`src/rtl/dmem_port_pkg.sv`:
```
// Shared types and constants for the M-stage data-memory port.
package dmem_pkg;

  typedef enum logic [1:0] {
    IDLE  = 2'd0,
    WRITE = 2'd1,
    READ  = 2'd2,
    RDONE = 2'd3
  } dmem_state_e;

  localparam int TIMEOUT_DEFAULT = 255;

  // Data handed back to a load whose bus read was abandoned.
  localparam logic [31:0] BUS_ERR_RDATA = 32'h0;

endpackage

```
`src/rtl/dmem_port_if.sv`:
```
// Single-outstanding-request data bus between the memory port and memory.
interface dmem_bus_if;
  logic        req;
  logic        we;
  logic [29:0] addr;
  logic [31:0] wdata;
  logic        ack;
  logic [31:0] rdata;

  modport master (output req, we, addr, wdata, input ack, rdata);
  modport slave  (input req, we, addr, wdata, output ack, rdata);
endinterface

```
`src/rtl/dmem_port_wbuf1.sv`:
```
// One-entry posted write buffer with word-address hit compare.
module wbuf1 (
  input  logic        clk,
  input  logic        reset,
  input  logic        cap,
  input  logic        clr,
  input  logic [29:0] cap_addr,
  input  logic [31:0] cap_data,
  input  logic [29:0] look_addr,
  output logic        valid,
  output logic [29:0] addr,
  output logic [31:0] data,
  output logic        hit
);

  // Capture only happens while empty and clear only while full, so the two never collide.
  always_ff @(posedge clk) begin
    if (reset) begin
      valid <= 1'b0;
      addr  <= '0;
      data  <= '0;
    end else if (cap) begin
      valid <= 1'b1;
      addr  <= cap_addr;
      data  <= cap_data;
    end else if (clr) begin
      valid <= 1'b0;
    end
  end

  assign hit = valid && (addr == look_addr);

endmodule

```
`src/rtl/dmem_port.sv`:
```
// M-stage data-memory port: posted write buffer, load forwarding, bus sequencing.
module dmem_port
  import dmem_pkg::*;
#(
  parameter int TIMEOUT = TIMEOUT_DEFAULT
) (
  input  logic        clk,
  input  logic        reset,
  input  logic        memreadm,
  input  logic        memwritem,
  input  logic [31:0] aluoutm,
  input  logic [31:0] writedatam,
  output logic [31:0] readdatam,
  output logic        memstallm,
  output logic        addr_exc,
  output logic        bus_err,
  dmem_bus_if.master  bus
);

  localparam int CW = (TIMEOUT < 2) ? 1 : $clog2(TIMEOUT + 1);

  dmem_state_e state;
  logic [CW-1:0] tmo_cnt;
  logic [31:0]   rdata_q;

  logic        misal, store_ok, load_ok;
  logic [29:0] word;
  logic        wb_valid, wb_hit, wb_cap, wb_clr;
  logic [29:0] wb_addr;
  logic [31:0] wb_data;
  logic        tmo_hit;

  assign word     = aluoutm[31:2];
  assign misal    = (memreadm || memwritem) && (aluoutm[1:0] != 2'b00);
  assign store_ok = memwritem && !misal;
  assign load_ok  = memreadm && !memwritem && !misal;

  // Counter holds the number of request cycles already spent without an ack;
  // the request is abandoned at the end of its TIMEOUT-th cycle.
  assign tmo_hit  = (tmo_cnt == CW'(TIMEOUT - 1));

  assign wb_cap   = !reset && store_ok && !wb_valid;
  assign wb_clr   = (state == WRITE) && (bus.ack || tmo_hit);

  wbuf1 u_wbuf (
    .clk       (clk),
    .reset     (reset),
    .cap       (wb_cap),
    .clr       (wb_clr),
    .cap_addr  (word),
    .cap_data  (writedatam),
    .look_addr (word),
    .valid     (wb_valid),
    .addr      (wb_addr),
    .data      (wb_data),
    .hit       (wb_hit)
  );

  assign addr_exc = !reset && misal;

  // Stall and load-return path: forwarding from wbuf, latched bus data in RDONE.
  always_comb begin
    memstallm = 1'b0;
    readdatam = '0;
    if (!reset) begin
      if (store_ok) begin
        memstallm = wb_valid;
      end else if (load_ok) begin
        if (state == RDONE)  readdatam = rdata_q;
        else if (wb_hit)     readdatam = wb_data;
        else                 memstallm = 1'b1;
      end
    end
  end

  // Bus sequencer: a pending drain always goes before a missing load; a store
  // arriving to an empty buffer starts its drain straight from the pipeline inputs.
  always_ff @(posedge clk) begin
    if (reset) begin
      state     <= IDLE;
      tmo_cnt   <= '0;
      rdata_q   <= '0;
      bus_err   <= 1'b0;
      bus.req   <= 1'b0;
      bus.we    <= 1'b0;
      bus.addr  <= '0;
      bus.wdata <= '0;
    end else begin
      bus_err <= 1'b0;
      case (state)
        IDLE: begin
          tmo_cnt <= '0;
          if (wb_valid) begin
            state     <= WRITE;
            bus.req   <= 1'b1;
            bus.we    <= 1'b1;
            bus.addr  <= wb_addr;
            bus.wdata <= wb_data;
          end else if (store_ok) begin
            state     <= WRITE;
            bus.req   <= 1'b1;
            bus.we    <= 1'b1;
            bus.addr  <= word;
            bus.wdata <= writedatam;
          end else if (load_ok) begin
            state    <= READ;
            bus.req  <= 1'b1;
            bus.we   <= 1'b0;
            bus.addr <= word;
          end
        end
        WRITE: begin
          if (bus.ack || tmo_hit) begin
            state   <= IDLE;
            bus.req <= 1'b0;
            bus_err <= !bus.ack;
          end else begin
            tmo_cnt <= tmo_cnt + 1'b1;
          end
        end
        READ: begin
          if (bus.ack) begin
            state   <= RDONE;
            bus.req <= 1'b0;
            rdata_q <= bus.rdata;
          end else if (tmo_hit) begin
            state   <= RDONE;
            bus.req <= 1'b0;
            bus_err <= 1'b1;
            rdata_q <= BUS_ERR_RDATA;
          end else begin
            tmo_cnt <= tmo_cnt + 1'b1;
          end
        end
        RDONE: state <= IDLE;
        default: state <= IDLE;
      endcase
    end
  end

endmodule

```
`src/flat_wrapper.sv`:
```
// flat-port wrapper written by rule: the top's interface ports become plain ports
module dmem_port_flat import dmem_pkg::*;
#(
  parameter int TIMEOUT = TIMEOUT_DEFAULT
)
  (clk, reset, memreadm, memwritem, aluoutm, writedatam, readdatam, memstallm, addr_exc, bus_err, bus_req, bus_we, bus_addr, bus_wdata, bus_ack, bus_rdata);
  dmem_bus_if bus_i ();
  input  logic clk;
  input  logic reset;
  input  logic memreadm;
  input  logic memwritem;
  input  logic [31:0] aluoutm;
  input  logic [31:0] writedatam;
  output logic [31:0] readdatam;
  output logic memstallm;
  output logic addr_exc;
  output logic bus_err;
  output wire logic [$bits(bus_i.req)-1:0] bus_req;
  output wire logic [$bits(bus_i.we)-1:0] bus_we;
  output wire logic [$bits(bus_i.addr)-1:0] bus_addr;
  output wire logic [$bits(bus_i.wdata)-1:0] bus_wdata;
  input wire logic [$bits(bus_i.ack)-1:0] bus_ack;
  input wire logic [$bits(bus_i.rdata)-1:0] bus_rdata;
  assign bus_req = bus_i.req;
  assign bus_we = bus_i.we;
  assign bus_addr = bus_i.addr;
  assign bus_wdata = bus_i.wdata;
  assign bus_i.ack = bus_ack;
  assign bus_i.rdata = bus_rdata;
  dmem_port #(.TIMEOUT(TIMEOUT)) u_core (.clk(clk), .reset(reset), .memreadm(memreadm), .memwritem(memwritem), .aluoutm(aluoutm), .writedatam(writedatam), .readdatam(readdatam), .memstallm(memstallm), .addr_exc(addr_exc), .bus_err(bus_err), .bus(bus_i));
endmodule
```
`config.mk`:
```
export PLATFORM = sky130hd
export DESIGN_NAME = dmem_port_flat
export DESIGN_NICKNAME = d
export VERILOG_FILES = /design/src/rtl/dmem_port_pkg.sv /design/src/rtl/dmem_port_if.sv /design/src/rtl/dmem_port_wbuf1.sv /design/src/rtl/dmem_port.sv /design/src/flat_wrapper.sv
export SDC_FILE = /design/constraint.sdc
export NUM_CORES = 1
export LEC_CHECK = 0
export CAP_MARGIN = 25
export CORE_MARGIN = 2
export CORE_UTILIZATION = 40
export CTS_CLUSTER_SIZE = 8
export DETAILED_ROUTE_END_ITERATION = 6
export HOLD_SLACK_MARGIN = 0.05
export PLACE_DENSITY = 0.78
export SETUP_SLACK_MARGIN = 0.2
export SLEW_MARGIN = 20
export SYNTH_ARGS = -nofsm -noshare
export SYNTH_HDL_FRONTEND = slang
export SYNTH_SLANG_ARGS = --single-unit
```
`constraint.sdc`:
```
create_clock -name clk -period 2.1 [get_ports clk]
set_input_delay 0.21 -clock clk [delete_from_list [all_inputs] [get_ports clk]]
set_output_delay 0.21 -clock clk [all_outputs]
set_load 0.1 [all_outputs]
```
==> Word-level counts from Yosys, hierarchy flattened <==
Index checks and enable logic that the tools add are counted.
Widths: inputs -> output; s select.
{ "word_totals": {"ff_bits": 170, "in_bits": 101, "out_inout_bits": 99, "wordCells": 96} }
{ "op_classes": {"addsub": 1, "eq_ne": 11, "mux": 44, "reduce_logical": 29} }
{ "op_table": {"columns": ["op", "count"], "rows": [
  ["$mux 32", 9],
  ["$mux 30", 3],
  ["$eq 30x30->1", 1],
  ["$mux 8", 3],
  ["$pmux 8 s3", 1],
  ["$mux 1", 19],
  ["$mux 2", 6],
  ["$logic_and 1x1->1", 9],
  ["$add 8x1->8 const B", 1],
  ["$eq 8x8->1 const B", 1],
  ["$ne 2x2->1 const B", 4],
  ["$pmux 2 s4", 1],
  ["$reduce_and 4->1", 2],
  ["$reduce_bool 2->1", 4],
  ["$reduce_and 2->1", 3],
  ["$reduce_bool 3->1", 2],
  ["$logic_not 1->1", 5],
  ["$eq 2x2->1 const B", 2],
  ["$ne 4x2->1 const B", 1],
  ["$ne 3x2->1 const B", 1],
  ["$pmux 1 s3", 1],
  ["$reduce_and 3->1", 1],
  ["$eq 2x1->1 const B", 1],
  ["$logic_not 2->1", 1],
  ["other kinds (2)", 3]
]} }

==> Longest topological paths before layout <==
{ "depth": {"word_depth": 8, "ltp_mapped": 8, "depth_no_buf": 7} }

==> Modules after synthesis <==
A second synthesis with hierarchy kept.
{ "unflattened": {"cells_unflattened": 802, "hier_area_um2": 7541.0} }
{ "by_module_without_submodules": {"columns": ["module", "instances", "cells_each", "area_each_um2", "seq_area_each_um2"], "rows": [
  ["dmem_port", 1, 558, 5021.1, 2142.1],
  ["wbuf1", 1, 244, 2519.9, 1261.2]
]} }

==> Worst setup path before layout <==
Ideal clock, no wire load.
{ "synth_path": {"kind": "flip-flop to output port", "from": "register u_core.u_wbuf.valid", "to": "output memstallm", "arrival_time_ns": 2.724, "t_required_ns": 1.890, "path_slack_ns": -0.834, "stages_incl_launch_ff": 4, "path_buffers": 1, "path_cell_list": "dfxtp_1 > buf_2 > nand2b_1 > o21ai_0"} }
{ "synth_between": {"elab_chain_len": 6} }
{ "synth_rtl": {"columns": ["item", "line", "rtl"], "rows": [
  ["start: declaration", "dmem_port_wbuf1.sv:10", "output logic valid,"],
  ["start signal: assignment", "dmem_port_wbuf1.sv:19", "valid <= 1'b0;"],
  ["start signal: assignment", "dmem_port_wbuf1.sv:23", "valid <= 1'b1;"],
  ["start signal: assignment", "dmem_port_wbuf1.sv:27", "valid <= 1'b0;"],
  ["$logic_and 1x1->1", "dmem_port_wbuf1.sv:31", "assign hit = valid && (addr == look_addr);"],
  ["$mux 1", "dmem_port.sv:70", "else if (wb_hit) readdatam = wb_data;"],
  ["$mux 1", "dmem_port.sv:69", "if (state == RDONE) readdatam = rdata_q;"],
  ["$mux 1", "dmem_port.sv:68", "end else if (load_ok) begin"],
  ["$mux 1 (*)", "dmem_port.sv:66", "if (store_ok) begin"],
  ["$mux 1 (*)", "dmem_port.sv:65", "if (!reset) begin"],
  ["end: declaration", "flat_wrapper.sv:15", "output logic memstallm;"]
]} }
Every way passes the cells marked *; elsewhere a longest branch is shown, timed or not.

==> Worst setup path in the final report <==
{ "layout_path": {"from": "register u_core.u_wbuf.addr[21]", "to": "output readdatam[14]"} }
{ "layout_between": {"elab_chain_len": 7} }
{ "layout_rtl": {"columns": ["item", "line", "rtl"], "rows": [
  ["start: declaration", "dmem_port_wbuf1.sv:11", "output logic [29:0] addr,"],
  ["start signal: assignment", "dmem_port_wbuf1.sv:24", "addr <= cap_addr;"],
  ["$eq 30x30->1", "dmem_port_wbuf1.sv:31", null],
  ["$logic_and 1x1->1", "dmem_port_wbuf1.sv:31", null],
  ["$mux 32", "dmem_port.sv:70", null],
  ["$mux 32", "dmem_port.sv:69", null],
  ["$mux 32", "dmem_port.sv:68", null],
  ["$mux 32", "dmem_port.sv:66", null],
  ["$mux 32", "dmem_port.sv:65", null],
  ["end: declaration", "flat_wrapper.sv:14", "output logic [31:0] readdatam;"]
]} }
Every way passes these cells.

==> qor.csv <==
metric;value;unit
Yosys top cell by area;dfxtp_1;
largest family of logic cells by synthesized area;compound AO/OA/AOI/OAI gates;
DR vias;6913;
DP HPWL;15900;µm
Max Cap Viol;0;
fill cell count;1423;
DRC Markers;0;
Net count, final;1175;
post-synth top area share;0.466;
outcome;complete, but fails checks;
Clock Latency Late Sink;0.43;ns
Tot GR Track Use;0.227;
dpl cells;1270;
Synth Area in XOR/XNOR;0.0431;
critical path data required time;1.89;ns
die area;19400;µm²
number of placed I/O pins;200;
crit path launch type;flip-flop;
WL per Instance;17.2;µm
top cells by area, synth;dfxtp_1 (47%), mux2i_1 (8.9%), a211oi_1 (6.5%);
Port Buffers;199;
1st-iter DRT viols;406;
Clock transition at path regs;0.07;ns
RR Startpoint;u_core.state[0];
WS Path Type;reg -> out;
CTS tree;built;
CTS buffer count;17;
violated checks;setup timing;
final std cells w/o fill;1310;
Synth Net Count;933;
PwrDens;1030;nW/µm²
most common flop cell mapped by yosys;dfxtp_1;
layout cells sized above 1;0.266;
Initial Util;0.407;
area grow syn2layout;56.1;%
Antenna Cells;0;
relative slew slack;0.477;
CTS H-tree depth;4;
fraction of registers with async set/reset;0;
flops & latches, synth;170;
Syn Inst Count;826;
vias in the first global route;6583;
Synth cell types;42;
Core Rows;49;
Final Hold Fails;0;
Slew Limit Fails;0;
Root Driver;clkbuf_16;
clk sinks;170;
Final Core Density;0.635;
maximum VDD drop;0.000661;V
mux cell area share after synthesis;0.0890;
setup violators final;33;
Post-synth EDFFs;0;
Arrival @ worst endpoint;2.50;ns
setup_tns;-19.03;ns
Final WS setup;-0.605;ns
first-pass GRT wire length;35200;µm
most common cell in the netlist;dfxtp_1;
die width;139;µm
simple-gate share of the synthesized area;0.154;
total power;11.7;mW
core area;18000;µm²
Total Routed Length;22500;µm
fin crit period;2.71;ns
Synth Area in Adders;0.0103;
hold slack final;0.322;ns
Commonest cells post-synth;dfxtp_1 (170), nand2_1 (126), nor2_1 (113);
Syn Area/Cell;8.85;µm²
yosys warns;0;
clock skew;0.00948;ns
Hold Crit Start;reset;
nature of the critical path endpoint;output port;
Mapped Area;7310;µm²
Die Span Y;139;µm
sequential share of the synthesized area;0.466;
achievable frequency;0.370;GHz
initial antenna violation count;0;
hold crit path type;in -> reg;
pin count of the biggest net entering global routing;75;
CP Launch Point;u_core.u_wbuf.addr[21];
unrepaired setup endpoints after global routing;yes;
Worst Tran Pin Value;0.785;ns
Vias/cell;5.28;
ANT nets after route;0;
total grt overflow;0;
gp weighted congestion;0.842;
fin crit share;1.29;
post-synthesis compound-gate area fraction;0.196;
P_leak;4.49;nW
Clock Tree Buf Depth;2;
worst-path maximum fanout;10;
Pre-Repair DR Iteration Count;5;
per-stage QoR:
stage / setup slack [ns] / instance area, µm²
floorplan: -0.103 / 7600
detailed placement: -0.596 / 10600
global placement: -0.581 / 10600
CTS: -0.640 / 11300
finish: -0.605 / 11400
global route: -0.684 / 11400
area by class of cell:
| type | count | area, µm² | area share |
|---|---|---|---|
| repair buffers | 289 | 3030 | 0.266 |
| flip-flops and latches | 170 | 3420 | 0.300 |
| clock inverters | 15 | 204 | 0.0179 |
| clock buffers | 17 | 425 | 0.0373 |
| well taps | 229 | 287 | 0.0251 |
| inverters | 6 | 25.0 | 0.00219 |
| multi-input cells | 584 | 4010 | 0.352 |
critical path: stages (launching register included):
cell     delay [ns]
dfxtp_2        0.33
xnor2_1        0.16
nand4_1        0.15
or4_4          0.59
nor4_4         0.20
buf_12         0.19
buf_12         0.15
a22o_4         0.13
buf_12         0.17
sequential cells by signal (all words and copies together) (netlist names):
| signal | flops |
|---|---|
| u_core.bus.we | 1 |
| u_core.bus.req | 1 |
| u_core.u_wbuf.data | 32 |
| u_core.u_wbuf.valid | 1 |
| u_core.tmo_cnt | 8 |
| u_core.u_wbuf.addr | 30 |
| u_core.rdata_q | 32 |
| u_core.state | 2 |
| u_core.bus_err | 1 |
| u_core.bus.addr | 30 |
| u_core.bus.wdata | 32 |
cell usage in the layout, fill, tap and decap left out, types with 4 or more instances in the layout:
master / instances
ha_1: 4
a21oi_1: 66
nand4_1: 8
nand3_1: 4
a22oi_1: 32
xnor2_1: 12
a22o_4: 32
dfxtp_1: 160
clkbuf_16: 18
nor2_1: 111
inv_8: 5
buf_4: 140
clkdlybuf4s50_1: 99
dfxtp_2: 7
xnor2_2: 4
mux2i_1: 65
a211oi_1: 63
inv_1: 4
buf_12: 47
xor2_1: 20
nand2_1: 126
power by group:
part / leakage (nW) / internal [mW] / switching [mW]
clock network: 0.300 / 1.93 / 1.43
registers: 1.39 / 3.65 / 0.282
logic: 2.79 / 1.31 / 3.15
total: 4.49 / 6.89 / 4.86
final timing paths:
| path | depth (start not counted) | slack [ns] | to |
|---|---|---|---|
| max reg2reg | 7 | 0.31 | u_core.tmo_cnt[5] |
| min | 3 | 0.32 | u_core.state[0] |
| max | 8 | -0.61 | readdatam[14] |
| min reg2reg | 2 | 0.49 | u_core.u_wbuf.addr[24] |
routing by layer:
layer	track usage	part of all wire
met2	0.367	0.48
met1	0.298	0.43
met3	0.0466	0.058
met5	0	0
met4	0.0920	0.033
logic make-up (layout without fill, tap and decap cells):
family,count (synthesis),in the layout
xor gates and xnor gates,36,36
muxes,65,65
DFF,170,170
adders and majority gates,6,6
and+or+nand+nor,271,271
buffers and inverters,72,327
AOI/OAI and AO/OA,206,206
repair_timing:
action	CTS	global route
resized for setup	7	20
pin swaps	1	9
setup buffers	2	5
endpoints found under the setup margin	54	118
gates cloned	0	1
hold buffers	0	0
No activity file was read; power rests on OpenSTA's default activity.
